$ cat config.mk
export PLATFORM = sky130hd
export DESIGN_NAME = count_tracker
export DESIGN_NICKNAME = d
export VERILOG_FILES = /design/src/rtl/count_tracker.sv
export SDC_FILE = /design/constraint.sdc
export NUM_CORES = 1
export LEC_CHECK = 0
export ABC_AREA = 1
export BUFFER_PORTS_ARGS = -buffer_cell sky130_fd_sc_hd__buf_2
export CORE_UTILIZATION = 54
export DETAILED_ROUTE_END_ITERATION = 12
export GPL_TIMING_DRIVEN = 0
export HOLD_SLACK_MARGIN = 0.15
export PLACE_DENSITY_LB_ADDON = 0.2
export RECOVER_POWER = 100
export SLEW_MARGIN = 20
export SYNTH_ARGS = -nofsm -noshare
export SYNTH_HDL_FRONTEND = slang
export SYNTH_SLANG_ARGS = --single-unit
$ cat constraint.sdc
create_clock -name clk -period 2.5 [get_ports clk]
set_input_delay 0.125 -clock clk [delete_from_list [all_inputs] [get_ports clk]]
set_output_delay 0.125 -clock clk [all_outputs]
set_load 0.01 [all_outputs]
$ cat src/rtl/count_tracker.sv
// count_tracker: watches a WIDTH-bit up/down counter and checks every count step.
// It also flags wrap/threshold events and extends the count with a wrap-tracking position.
module count_tracker #(
  parameter int WIDTH     = 4,
  parameter int EXT_WIDTH = 8,
  parameter int ERR_WIDTH = 8
) (
  input  logic                       clk,
  input  logic                       rst_n,
  input  logic                       cnt_rst,
  input  logic                       load_en,
  input  logic [WIDTH-1:0]           load_value,
  input  logic                       up_down,
  input  logic [WIDTH-1:0]           count,
  input  logic [WIDTH-1:0]           threshold,
  input  logic                       clear,
  output logic [EXT_WIDTH+WIDTH-1:0] ext_pos,
  output logic                       wrap_up,
  output logic                       wrap_down,
  output logic                       thr_hit,
  output logic                       step_err,
  output logic [ERR_WIDTH-1:0]       err_cnt
);

  localparam logic [WIDTH-1:0]     CNT_ONE = WIDTH'(1);
  localparam logic [WIDTH-1:0]     CNT_MAX = '1;
  localparam logic [EXT_WIDTH-1:0] EXT_ONE = EXT_WIDTH'(1);
  localparam logic [ERR_WIDTH-1:0] ERR_ONE = ERR_WIDTH'(1);
  localparam logic [ERR_WIDTH-1:0] ERR_MAX = '1;

  logic                 valid_q, valid_d;
  logic                 cnt_rst_q, cnt_rst_d;
  logic                 load_en_q, load_en_d;
  logic [WIDTH-1:0]     load_value_q, load_value_d;
  logic                 up_down_q, up_down_d;
  logic [WIDTH-1:0]     prev_q, prev_d;
  logic [EXT_WIDTH-1:0] ext_hi_q, ext_hi_d;
  logic [WIDTH-1:0]     cnt_lo_q, cnt_lo_d;
  logic                 wrap_up_q, wrap_up_d;
  logic                 wrap_down_q, wrap_down_d;
  logic                 thr_hit_q, thr_hit_d;
  logic                 step_err_q, step_err_d;
  logic [ERR_WIDTH-1:0] err_cnt_q, err_cnt_d;

  logic [WIDTH-1:0]     exp_count;
  logic                 mismatch;
  logic                 step_up;
  logic                 step_dn;

  // Replay the counter's own priority on last cycle's controls and count.
  always_comb begin
    exp_count = prev_q - CNT_ONE;
    if (cnt_rst_q) begin
      exp_count = '0;
    end else if (load_en_q) begin
      exp_count = load_value_q;
    end else if (up_down_q) begin
      exp_count = prev_q + CNT_ONE;
    end
  end

  assign mismatch = valid_q && (count != exp_count);
  assign step_up  = !cnt_rst_q && !load_en_q && up_down_q;
  assign step_dn  = !cnt_rst_q && !load_en_q && !up_down_q;

  always_comb begin
    valid_d      = 1'b1;
    cnt_rst_d    = cnt_rst;
    load_en_d    = load_en;
    load_value_d = load_value;
    up_down_d    = up_down;
    prev_d       = count;
    ext_hi_d     = ext_hi_q;
    cnt_lo_d     = cnt_lo_q;
    wrap_up_d    = 1'b0;
    wrap_down_d  = 1'b0;
    thr_hit_d    = 1'b0;
    step_err_d   = step_err_q;
    err_cnt_d    = err_cnt_q;

    // With valid_q low this edge only primes the history registers.
    if (valid_q) begin
      cnt_lo_d  = count;
      thr_hit_d = (count == threshold) && (count != prev_q);
      if (mismatch) begin
        step_err_d = 1'b1;
        if (clear) begin
          err_cnt_d = ERR_ONE;
        end else if (err_cnt_q != ERR_MAX) begin
          err_cnt_d = err_cnt_q + ERR_ONE;
        end
      end else begin
        if (clear) begin
          step_err_d = 1'b0;
          err_cnt_d  = '0;
        end
        wrap_up_d   = step_up && (prev_q == CNT_MAX);
        wrap_down_d = step_dn && (prev_q == '0);
        if (cnt_rst_q || load_en_q) begin
          ext_hi_d = '0;
        end else if (wrap_up_d) begin
          ext_hi_d = ext_hi_q + EXT_ONE;
        end else if (wrap_down_d) begin
          ext_hi_d = ext_hi_q - EXT_ONE;
        end
      end
    end
  end

  always_ff @(posedge clk) begin
    if (!rst_n) begin
      valid_q      <= 1'b0;
      cnt_rst_q    <= 1'b0;
      load_en_q    <= 1'b0;
      load_value_q <= '0;
      up_down_q    <= 1'b0;
      prev_q       <= '0;
      ext_hi_q     <= '0;
      cnt_lo_q     <= '0;
      wrap_up_q    <= 1'b0;
      wrap_down_q  <= 1'b0;
      thr_hit_q    <= 1'b0;
      step_err_q   <= 1'b0;
      err_cnt_q    <= '0;
    end else begin
      valid_q      <= valid_d;
      cnt_rst_q    <= cnt_rst_d;
      load_en_q    <= load_en_d;
      load_value_q <= load_value_d;
      up_down_q    <= up_down_d;
      prev_q       <= prev_d;
      ext_hi_q     <= ext_hi_d;
      cnt_lo_q     <= cnt_lo_d;
      wrap_up_q    <= wrap_up_d;
      wrap_down_q  <= wrap_down_d;
      thr_hit_q    <= thr_hit_d;
      step_err_q   <= step_err_d;
      err_cnt_q    <= err_cnt_d;
    end
  end

  assign ext_pos   = {ext_hi_q, cnt_lo_q};
  assign wrap_up   = wrap_up_q;
  assign wrap_down = wrap_down_q;
  assign thr_hit   = thr_hit_q;
  assign step_err  = step_err_q;
  assign err_cnt   = err_cnt_q;

endmodule

=== Yosys cells after proc, flatten, opt, wreduce, memory -nomap -nowiden ===
Index checks and enable logic that the tools add are counted.

* Reduce and logical (&&, ||, !) cells: 20
* Bitwise operators: 3
* Order comparisons: 0
* Div/mod/pow operators: 0
* Shift operators: 0
* $add $sub $neg: 5
* Equality and inequality tests: 5
* Multipliers: 0
* Muxes and demuxes: 13

{| class="wikitable"
|+ Operators by type and width
! kind !! number
|-
| $mux 8 || 7
|-
| $add 8x1->8 const B || 2
|-
| $mux 4 || 3
|-
| $ne 4x4->1 || 2
|-
| $ne 8x8->1 const B || 1
|-
| $sub 8x1->8 const B || 1
|-
| $logic_and 1x1->1 || 7
|-
| $reduce_and 3->1 || 2
|-
| $add 4x1->4 const B || 1
|-
| $eq 4x4->1 || 1
|-
| $eq 4x4->1 const B || 1
|-
| $logic_not 4->1 || 1
|-
| $reduce_and 2->1 || 2
|-
| $reduce_bool 2->1 || 2
|-
| $sub 4x1->4 const B || 1
|-
| $logic_not 1->1 || 3
|-
| $mux 1 || 3
|-
| $not 1->1 || 3
|-
| $reduce_bool 3->1 || 1
|-
| $reduce_or 3->1 || 1
|-
| $logic_or 1x1->1 || 1
|}

* Latch bits: 0
* Output and inout bits: 24
* Memory bits (read-only): 0
* Register bits after elaboration: 36
* Memories kept: 0
* RAM bits: 0

=== Depth between registers and ports, before layout ===
Gate-level depths: netlist (run 1).

* Depth in word-level cells: 8
* Depth in mapped cells: 16
* Depth with buffers taken out: 16

=== Worst setup path before layout (run 1) ===
Ideal clock, no wire load.

* Path type: reg-to-reg
* Start: reg prev_q[0]
* End: reg ext_hi_q[5]
* Clock period less this slack: 2088 ps
* Cell stages (with the launch flop): 14
* Arrival time: 1975 ps
* Setup slack: 412 ps
* Path through: dfxtp_1 > and3_1 > nand3_1 > ha_1 > nand3_1 > nand2_1 > nand2_1 > nand2_1 > a21oi_1 > or2_2 > nand3_1 > nand2_1 > nand2_1 > nor2_1

* Cells in the longest elaborated chain, start to end: 8

{| class="wikitable"
|+ Ends and longest elaborated chain
! element !! line !! RTL
|-
| start: declaration || 36 || <nowiki>logic [WIDTH-1:0] prev_q, prev_d;</nowiki>
|-
| start signal: assignment || 131 || <nowiki>prev_q <= prev_d;</nowiki>
|-
| $sub 4x1->4 / $add 4x1->4 (equally long branches) || 52, 58 ||
|-
| $mux 4 || 57 || <nowiki>end else if (up_down_q) begin</nowiki>
|-
| $mux 4 || 55 || <nowiki>end else if (load_en_q) begin</nowiki>
|-
| $mux 4 || 53 || <nowiki>if (cnt_rst_q) begin</nowiki>
|-
| $ne 4x4->1 || 62 || <nowiki>assign mismatch = valid_q && (count != exp_count);</nowiki>
|-
| $logic_and 1x1->1 || 62 ||
|-
| $not 1->1 (no line) || n/a ||
|-
| $reduce_and 3->1 (no line) || n/a ||
|-
| end signal: assignment || 132 || <nowiki>ext_hi_q <= ext_hi_d;</nowiki>
|-
| end: declaration || 37 || <nowiki>logic [EXT_WIDTH-1:0] ext_hi_q, ext_hi_d;</nowiki>
|}

Parallel ways exist; a longest one is shown, timed or not.
A chain may end at the register's enable or synchronous reset.

=== Worst setup path after layout (run 1) ===
* Start: reg prev_q[1]
* End: reg ext_hi_q[6]

Same word-level chain as after synthesis.

==> run metrics, run 1 <==
status=finished, final reports clean; worst slew pin tran=around 0.48 ns; post-synthesis cell type count=29; largest net degree at the start of global routing=13; sequential fraction of the synthesis area=between 30% and 40%; antenna fix cells=0; routability cong.=about 0.84; setup violators final=0; Reg clk slew, reported paths=around 0.08 ns; io pins=42; syn_nets=between 300 and 400; Hold/Removal Path Class=in2reg; minimum clock period=2.304 ns; power share of the combinational group=19.8%; Power Dens Cells=around 510 nW/um2; top post-synthesis cells by area=dfxtp_1 35%, nand2_1 13%, nor2_1 8.9%, inv_1 7.7%, nand3_1 5.6%; leakage=approximately 1.3 nW; flops & latches, synth=36; Yosys top cell by area=dfxtp_1; max-cap check violation count=0; most common cell in the synthesized netlist=nand2_1; CP max FO=8; Startpoint Class=flop; initial drt markers=approximately 120; via/cell ratio=between 5 and 6; Layout area overhead=23.71%; via count of the first global-routing pass=around 2000; Overall Global Routing Usage=roughly a quarter; Sequential cell area=between 700 and 800 um2; Top FF cell, synth=dfxtp_1; Yosys top cell area share=approximately a third; fin util=69.55%; Net Sw Power=~400 uW; relative slew slack=between 60% and 70%; count of final hold-check violations=0; Flop pwr share=roughly half; H-tree depth=2; chip height=about 64 um; starting density of the core=roughly 56%; Cells after Synth=305; site row count=22; first-pass GRT wire length=around 8000 um; CTS tree=done; Mapped Area=approximately 2000 um2; RSZ-0062 raised after global routing=false; crit path capture type=flop; Sw Share=a little under a third; total grt overflow=0; number of flops mapped to enable cells by yosys=0; worst-case vdd ir drop=around 0.00028 V; initial antenna violation count=0; multi-input logic area=about 1200 um2; clk root buf=clkbuf_8; placed insts=just under 400; Avg Cell Area, Syn=between 6 and 7 um2; total vias in the final route=around 2100; Clock Skew=0.009650 ns; Non-Filler Instances=around 420; Final HPWL DP=about 3300 um; layout cells sized above 1=10.60%; Final Max Slew Viols=0; Remaining DRCs=0; CP required=roughly 2.7 ns; Tcrit/Tclk final=about 90%; Core Footprint=about 3700 um2; Detail Route Antenna Nets=0; width of the die=63.74 um; FILL cells=roughly 350; Max clock buf depth=2; fmax=approximately 430 MHz; Pint=approximately 900 uW; 1st-pass router iterations=4; ys async rst share=0%; total negative slack=0 ns; CTS Buf Count=5; die area=a little over 4000 um2; routed len/inst=approximately 11 um; Ys Warns=0; Nets=~400; Clock Power Share=between 30% and 40%; Skew-Pair Late Insertion Delay=roughly 0.29 ns; crit path kind=reg2reg; IO buf count=approximately 40; CP arrival=2.47 ns; Setup WS post-layout=0.1962 ns; Setup WS pre-CTS=0.05805 ns; total wire length=around 4800 um; Synth top cells by count=69 x nand2_1, 49 x nor2_1, 42 x inv_1; clock sink count=36
power by group through the flow:
stage	Clock, mW	Sequential (mW)	Combinational, mW
finish	0.415	0.626	0.257
CTS	0.425	0.624	0.253
global placement	0	0.637	0.230
global route	0.448	0.630	0.298
detailed placement	0	0.638	0.237
floorplan	0	0.641	0.161
timing repair:
| action | CTS | global route |
|---|---|---|
| resized for setup | 1 | 6 |
| buffers inserted | 0 | 2 |
| setup endpoints to repair | 1 | 5 |
| endpoints found under the hold margin | 12 | 0 |
| pin swaps | 0 | 1 |
| hold buffers | 12 | 0 |
worst max-delay path: stages, from the launching register on:
cell and delay (ns):
dfxtp_1 0.43, and3_1 0.20, nand3_2 0.20, ha_1 0.42, a21oi_1 0.18, nand2_1 0.12, nand2_1 0.10, nand2_1 0.05
a21oi_1 0.17, xor2_1 0.16, nor2_1 0.05, nand2_1 0.06, a21oi_1 0.05
cell usage in the layout, fill, tap and decap left out, types with 3 or more instances in the layout:
| cell type | netlist | layout |
|---|---|---|
| a21oi_1 | 18 | 18 |
| buf_2 | 0 | 17 |
| clkbuf_1 | 4 | 28 |
| clkbuf_8 | 0 | 5 |
| dfxtp_1 | 36 | 34 |
| dlygate4sd3_1 | 0 | 12 |
| ha_1 | 9 | 8 |
| inv_1 | 42 | 43 |
| nand2_1 | 69 | 70 |
| nand3_1 | 23 | 22 |
| nand3b_1 | 4 | 4 |
| nand4_1 | 5 | 5 |
| nor2_1 | 49 | 49 |
| nor4_1 | 3 | 3 |
| o21ai_0 | 6 | 7 |
| o21ai_1 | 5 | 4 |
| or2_1 | 3 | 3 |
| xor2_1 | 11 | 11 |
cells by family after synthesis:
kind of cell             Yosys count  share of synthesized area (%)
AND/OR/NAND/NOR                  165                          35.26
buffers and inverters             50                          9.361
flip-flops                        36                          35.02
AO/OA/AOI/OAI                     31                          7.842
XOR/XNOR                          12                          5.106
adder cells (fa/ha/maj)           11                          7.417
worst paths after layout:
path                  start     endpoint  slack, ns  cells past startpoint
hold / removal        clear   err_cnt[4]       0.17                      4
setup / recovery  prev_q[1]  ext_hi_q[6]       0.20                     12
setup reg to reg  prev_q[1]  ext_hi_q[6]       0.20                     12
hold reg to reg    step_err     step_err       0.47                      2
metrics by stage:
| step | hold slack, ns | instance area [um2] | power, mW |
|---|---|---|---|
| floorplan | 0.1527 | 2058 | 0.8021 |
| global placement | 0.2429 | 2323 | 0.8669 |
| detailed placement | 0.2483 | 2323 | 0.8742 |
| CTS | 0.1657 | 2536 | 1.302 |
| global route | 0.1759 | 2546 | 1.376 |
| finish | 0.1682 | 2546 | 1.298 |
final cells by class:
cell class                 count  area share (%)
clock buffer                   5           2.703
timing repair buffer          55           12.19
multi-input combinational    219           46.04
buffer                         4          0.5897
tap                           48           2.359
clock inverter                 3          0.7371
inverter                      46           6.978
sequential                    36           28.40
flip-flops by register name (all words and copies together) (netlist names):
signal        flops
err_cnt           8
ext_hi_q          8
cnt_lo_q          4
load_value_q      4
prev_q            4
cnt_rst_q         1
load_en_q         1
step_err          1
thr_hit           1
up_down_q         1
valid_q           1
wrap_down         1
wrap_up           1
per-layer routing:
metal / GRT usage (%) / part of all wire, % / up-vias
li1: - / - / 1088
met1: 27.98 / 44 / 954
met2: 46.94 / 50 / 58
met3: 5.179 / 4.3 / 11
met4: 11.08 / 2.1 / 0
met5: 0 / 0 / -
No activity file was read; power rests on OpenSTA's default activity.
==> run 2, diff against run 1 <==
--- a/config.mk
+++ b/config.mk
@@ -8,6 +8,7 @@
 export ABC_AREA = 1
 export BUFFER_PORTS_ARGS = -buffer_cell sky130_fd_sc_hd__buf_2
 export CORE_UTILIZATION = 54
+export CTS_BUF_LIST = sky130_fd_sc_hd__clkbuf_16
 export DETAILED_ROUTE_END_ITERATION = 12
 export GPL_TIMING_DRIVEN = 0
 export HOLD_SLACK_MARGIN = 0.15
==> run 2 against run 1 <==
Non-clock buffer count decreased by 2. Maximum frequency up 0.36%. Hold slack gained 0.013 ns. Global-route usage up 0.28 points. Setup slack improved by 0.0082 ns. Core utilization is 1.2 points higher. Critical path type unchanged.
==> run metrics, run 2 (synthesis gave the netlist of run 1 again) <==
status=finished, final reports clean; most frequent CP cell=nand2_1; fin util=between 70 and 80%; via/cell ratio=5.106; total grt overflow=0; layout cells sized above 1=10.66%; Layout area overhead=25.84%; clock sink count=36; total negative slack=0 ns; worst slew pin tran=~0.44 ns; chip height=approximately 64 um; cell-by-cell trace of the critical path=and3_1 > nand3_2 > ha_1 > a21oi_1 > nand2_1 > nand2_1 > nand2_1 > a21oi_1 > xor2_1 > nor2_1 > nand2_1 > a21oi_1; CP required=between 2 and 3 ns; Max stage delay cell, worst path=dfxtp_1; Final HPWL DP=about 3300 um; CP arrival=2.45 ns; setup violators final=0; Hold/Removal Path Class=in2reg; Clock Power Share=approximately two fifths; IO buf count=41; crit path capture type=flop; critical path's top delay family=simple AND/OR/NAND/NOR gates; die area=between 4000 and 5000 um2; Reg clk slew, reported paths=0.06 ns; CP bufs+invs=0; Max clock buf depth=2; 1st-pass router iterations=4; io pins=42; power share of the combinational group=17.2%; Critical R2R Launch=prev_q[1]; Nets=~390; leakage=approximately 1.3 nW; H-tree depth=2; site row count=22; Overall Global Routing Usage=about 26%; minimum clock period=about 2.3 ns; initial drt markers=just over 100; worst-case vdd ir drop=about 0.00037 V; total vias in the final route=2114; most frequent cells in the layout=69 x nand2_1, 49 x nor2_1, 42 x inv_1; Clock Skew=just under 0.007 ns; Net Sw Power=413.7 uW; total wire length=roughly 4800 um; antenna fix cells=0; CTS Buf Count=5; Skew-Pair Late Insertion Delay=approximately 0.28 ns; Power Dens Cells=~570 nW/um2; Sw Share=27.84%; clk root buf=clkbuf_16; largest net degree at the start of global routing=13; max incr delay on CP=approximately 0.42 ns; Detail Route Antenna Nets=0; max-cap check violation count=0; Non-Filler Instances=between 400 and 500; CP max FO=8; via count of the first global-routing pass=between 2000 and 2500; initial antenna violation count=0; starting density of the core=56.22%; crit path kind=reg2reg; fmax=between 400 and 500 MHz; Core Footprint=around 3700 um2; routed len/inst=roughly 12 um; CP startpoint=prev_q[1]; routability cong.=approximately 0.84; total power=1.486 mW; Flop pwr share=42.2%; RSZ-0062 raised after global routing=false; placed insts=~390; Final Max Slew Viols=0; most common cell after layout, fill and taps aside=nand2_1; relative slew slack=70.45%; Startpoint Class=flop; hold_sp=clear; Pint=around 1.1 mW; width of the die=approximately 64 um; CTS tree=done; Remaining DRCs=0; first-pass GRT wire length=roughly 8000 um; Tcrit/Tclk final=between 90% and 100%; count of final hold-check violations=0
[run 2: cell count changes in the layout (fill, tap and decap cells not counted)]
cell	previous run	this run
o21ai_0	7	6
nand2_2	0	1
buf_4	2	0
clkbuf_8	5	0
nand2_1	70	69
o21ai_1	4	5
clkbuf_16	0	5
inv_1	43	42
inv_2	2	3
[run 2: timing repair]
action                                 in CTS  in global routing
setup endpoints to repair                   1                  5
buffers inserted                            0                  0
hold buffers                               12                  0
resized for setup                           1                  6
endpoints found under the hold margin      12                  0
[run 2: power groups by stage]
stage	sequential [mW]	clock [mW]	combinational [mW]
after detailed placement	0.638	0	0.237
after floorplan	0.641	0	0.161
after CTS	0.625	0.613	0.254
after global placement	0.637	0	0.230
final	0.628	0.602	0.256
after global routing	0.631	0.637	0.296
[run 2: routing by layer]
| metal | share of wire [%] | global-route usage, % | up-vias |
|---|---|---|---|
| li1 | - | - | 1085 |
| met1 | 44 | 27.68 | 964 |
| met2 | 50 | 48.14 | 52 |
| met3 | 4.0 | 5.000 | 13 |
| met4 | 2.4 | 11.65 | 0 |
| met5 | 0 | 0 | - |
[run 2: final cells by class]
class | count | area, um2
Inverter | 46 | 177.7
Fill cell | 343 | 1071
Sequential cell | 36 | 723.2
Timing Repair Buffer | 53 | 295.3
Tap cell | 48 | 60.06
Multi-Input combinational cell | 219 | 1175
Clock buffer | 5 | 125.1
Buffer | 4 | 15.01
Clock inverter | 3 | 18.77
[run 2: metrics by stage]
step	instance area (um2)	setup slack (ns)	hold slack [ns]
detailed placement	2323	0.05805	0.2483
CTS	2592	0.09567	0.1825
finish	2590	0.2044	0.1811
global placement	2323	0.1099	0.2429
global route	2590	0.01658	0.2000
floorplan	2058	0.4122	0.1527
[run 2: worst register-to-register path: stages (launching register included)]
cell     delay (ns)
dfxtp_1        0.42
and3_1         0.20
nand3_2        0.20
ha_1           0.42
a21oi_1        0.17
nand2_1        0.11
nand2_1        0.10
nand2_1        0.05
a21oi_1        0.18
xor2_1         0.16
nor2_1         0.05
nand2_1        0.06
a21oi_1        0.05
[run 2: worst paths after layout]
check / to / slack, ns / cells past startpoint
max: ext_hi_q[6] / 0.20 / 12
min: err_cnt[4] / 0.18 / 4
max reg2reg: ext_hi_q[6] / 0.20 / 12
min reg2reg: step_err / 0.47 / 2
==> run 3, diff against run 2 <==
--- a/config.mk
+++ b/config.mk
@@ -7,13 +7,14 @@
 export LEC_CHECK = 0
 export ABC_AREA = 1
 export BUFFER_PORTS_ARGS = -buffer_cell sky130_fd_sc_hd__buf_2
+export CAP_MARGIN = 25
+export CORE_ASPECT_RATIO = 0.8
 export CORE_UTILIZATION = 54
 export CTS_BUF_LIST = sky130_fd_sc_hd__clkbuf_16
 export DETAILED_ROUTE_END_ITERATION = 12
 export GPL_TIMING_DRIVEN = 0
 export HOLD_SLACK_MARGIN = 0.15
 export PLACE_DENSITY_LB_ADDON = 0.2
-export RECOVER_POWER = 100
 export SLEW_MARGIN = 20
 export SYNTH_ARGS = -nofsm -noshare
 export SYNTH_HDL_FRONTEND = slang
==> run 3 against run 2 <==
The run now ends with DRC left. First-iteration DRC count increased by 24%. Global-route usage increased by 1.1 points. Clock power decreased by 2%. Clock skew decreased by 0.0032 ns. Flip-flop and latch count unchanged. Non-clock buffer count unchanged. Power decreased by 0.44%. Die area about the same. Sequential share of layout area increased by 0.060 points. Setup slack got worse by 0.045 ns. Maximum frequency decreased by 1.9%.
==> run metrics, run 3 (synthesis gave the netlist of run 1 again) <==
site row count=19; relative slew slack=about two thirds; failing checks=DRC; H-tree depth=2; RSZ-0062 raised after global routing=false; fmax=427.3 MHz; Setup WS post-layout=~0.16 ns; largest net degree at the start of global routing=11; CP max FO=8; CP arrival=2.56 ns; clock sink count=36; setup violators final=0; CTS Buf Count=5; crit path capture type=flop; antenna fix cells=0; worst-case vdd ir drop=approximately 0.00053 V; Power Dens Cells=573.4 nW/um2; Finished Cell Area=between 2000 and 3000 um2; 1st-pass router iterations=8; placed insts=just under 400; Startpoint Class=flop; total grt overflow=0; chip height=57.22 um; CTS tree=done; FILL cells=about 290; DP Area=around 2300 um2; Sw Share=28.01%; Reg clk slew, reported paths=around 0.050 ns; most frequent cells in the layout=69 x nand2_1, 49 x nor2_1, 42 x inv_1; Skew-Pair Late Insertion Delay=0.28 ns; max-cap check violation count=0; total negative slack=0 ns; routability cong.=0.8390; Core Footprint=between 3000 and 4000 um2; routed len/inst=between 10 and 15 um; Setup WS pre-CTS=0.07014 ns; Net Sw Power=414.3 uW; Detail Route Antenna Nets=0; Max clock buf depth=2; via/cell ratio=around 5.2; total power=about 1.5 mW; Clock Skew=around 0.0038 ns; count of final hold-check violations=0; Layout area overhead=25.35%; Clock Power Share=between 30% and 40%; minimum clock period=between 2 and 2.5 ns; leakage=roughly 1.4 nW; Final Max Slew Viols=0; via count of the first global-routing pass=~1900; Final HPWL DP=between 3000 and 4000 um; Hold WS=0.1589 ns; fin util=about 73%; clk root buf=clkbuf_16; Non-Filler Instances=about 410; Tcrit/Tclk final=roughly 94%; total wire length=approximately 5100 um; Flop pwr share=42.5%; crit path kind=reg2reg; Pint=roughly 1.1 mW; initial antenna violation count=0; starting density of the core=58.11%; Remaining DRCs=2; io pins=42; first-pass GRT wire length=roughly 8400 um; initial drt markers=around 130; width of the die=71.03 um; layout cells sized above 1=approximately 16%; status=finished, violations left; Setup Fix Bufs, Post-CTS=0; power share of the combinational group=between 10% and 20%; most common cell after layout, fill and taps aside=nand2_1; Hold/Removal Path Class=in2reg; Overall Global Routing Usage=roughly 27%; Nets=between 300 and 400; CP required=2.72 ns; IO buf count=between 40 and 50; total vias in the final route=2125; worst slew pin tran=just over 0.5 ns; die area=4064 um2
-- run 3: power groups by stage --
stage          clock (mW)  combinational, mW  sequential, mW
6_report            0.589              0.262           0.629
5_1_grt             0.614              0.296           0.632
4_1_cts             0.595              0.256           0.627
3_5_place_dp            0              0.239           0.639
3_3_place_gp            0              0.231           0.638
2_1_floorplan           0              0.161           0.641
-- run 3: worst paths after layout --
check | from | endpoint | slack, ns | cells past startpoint
max | prev_q[1] | ext_hi_q[5] | 0.16 | 13
min | threshold[2] | thr_hit | 0.16 | 4
max reg2reg | prev_q[1] | ext_hi_q[5] | 0.16 | 13
min reg2reg | ext_hi_q[6] | ext_hi_q[6] | 0.49 | 2
-- run 3: layer usage --
metal / wire length [um] / track usage [%] / vias up
li1: - / - / 1088
met1: 2316 / 35.24 / 957
met2: 2331 / 43.82 / 72
met3: 339 / 7.067 / 8
met4: 74 / 8.571 / 0
met5: 0 / 0 / -
-- run 3: timing repair --
item | 4_1_cts | 5_1_grt
setup endpoints to repair | 0 | 3
hold buffers | 12 | 0
hold endpoints to repair | 12 | 0
gates resized for setup | 0 | 3
-- run 3: area by class of cell --
cell class / instances / area [um2] / area share, %
clock buffer: 5 / 125.1 / 4.850
sequential: 36 / 721.9 / 27.98
buffer: 4 / 15.01 / 0.5820
timing repair buffer: 53 / 325.3 / 12.61
inverter: 46 / 177.7 / 6.887
clock inverter: 2 / 7.507 / 0.2910
tap: 42 / 52.55 / 2.037
multi-input combinational: 219 / 1155 / 44.76
-- run 3: worst max-delay path, cell delays in order, from the launching register on --
cell and delay, ns:
dfxtp_1 0.42, and3_1 0.20, nand3_2 0.18, ha_1 0.40, a21oi_1 0.16, nand2_1 0.12, nand2_1 0.10, nand2_1 0.05
a21oi_1 0.22, or2_2 0.16, nand3_1 0.06, nand2_1 0.07, nand2_1 0.04, nor2_1 0.08
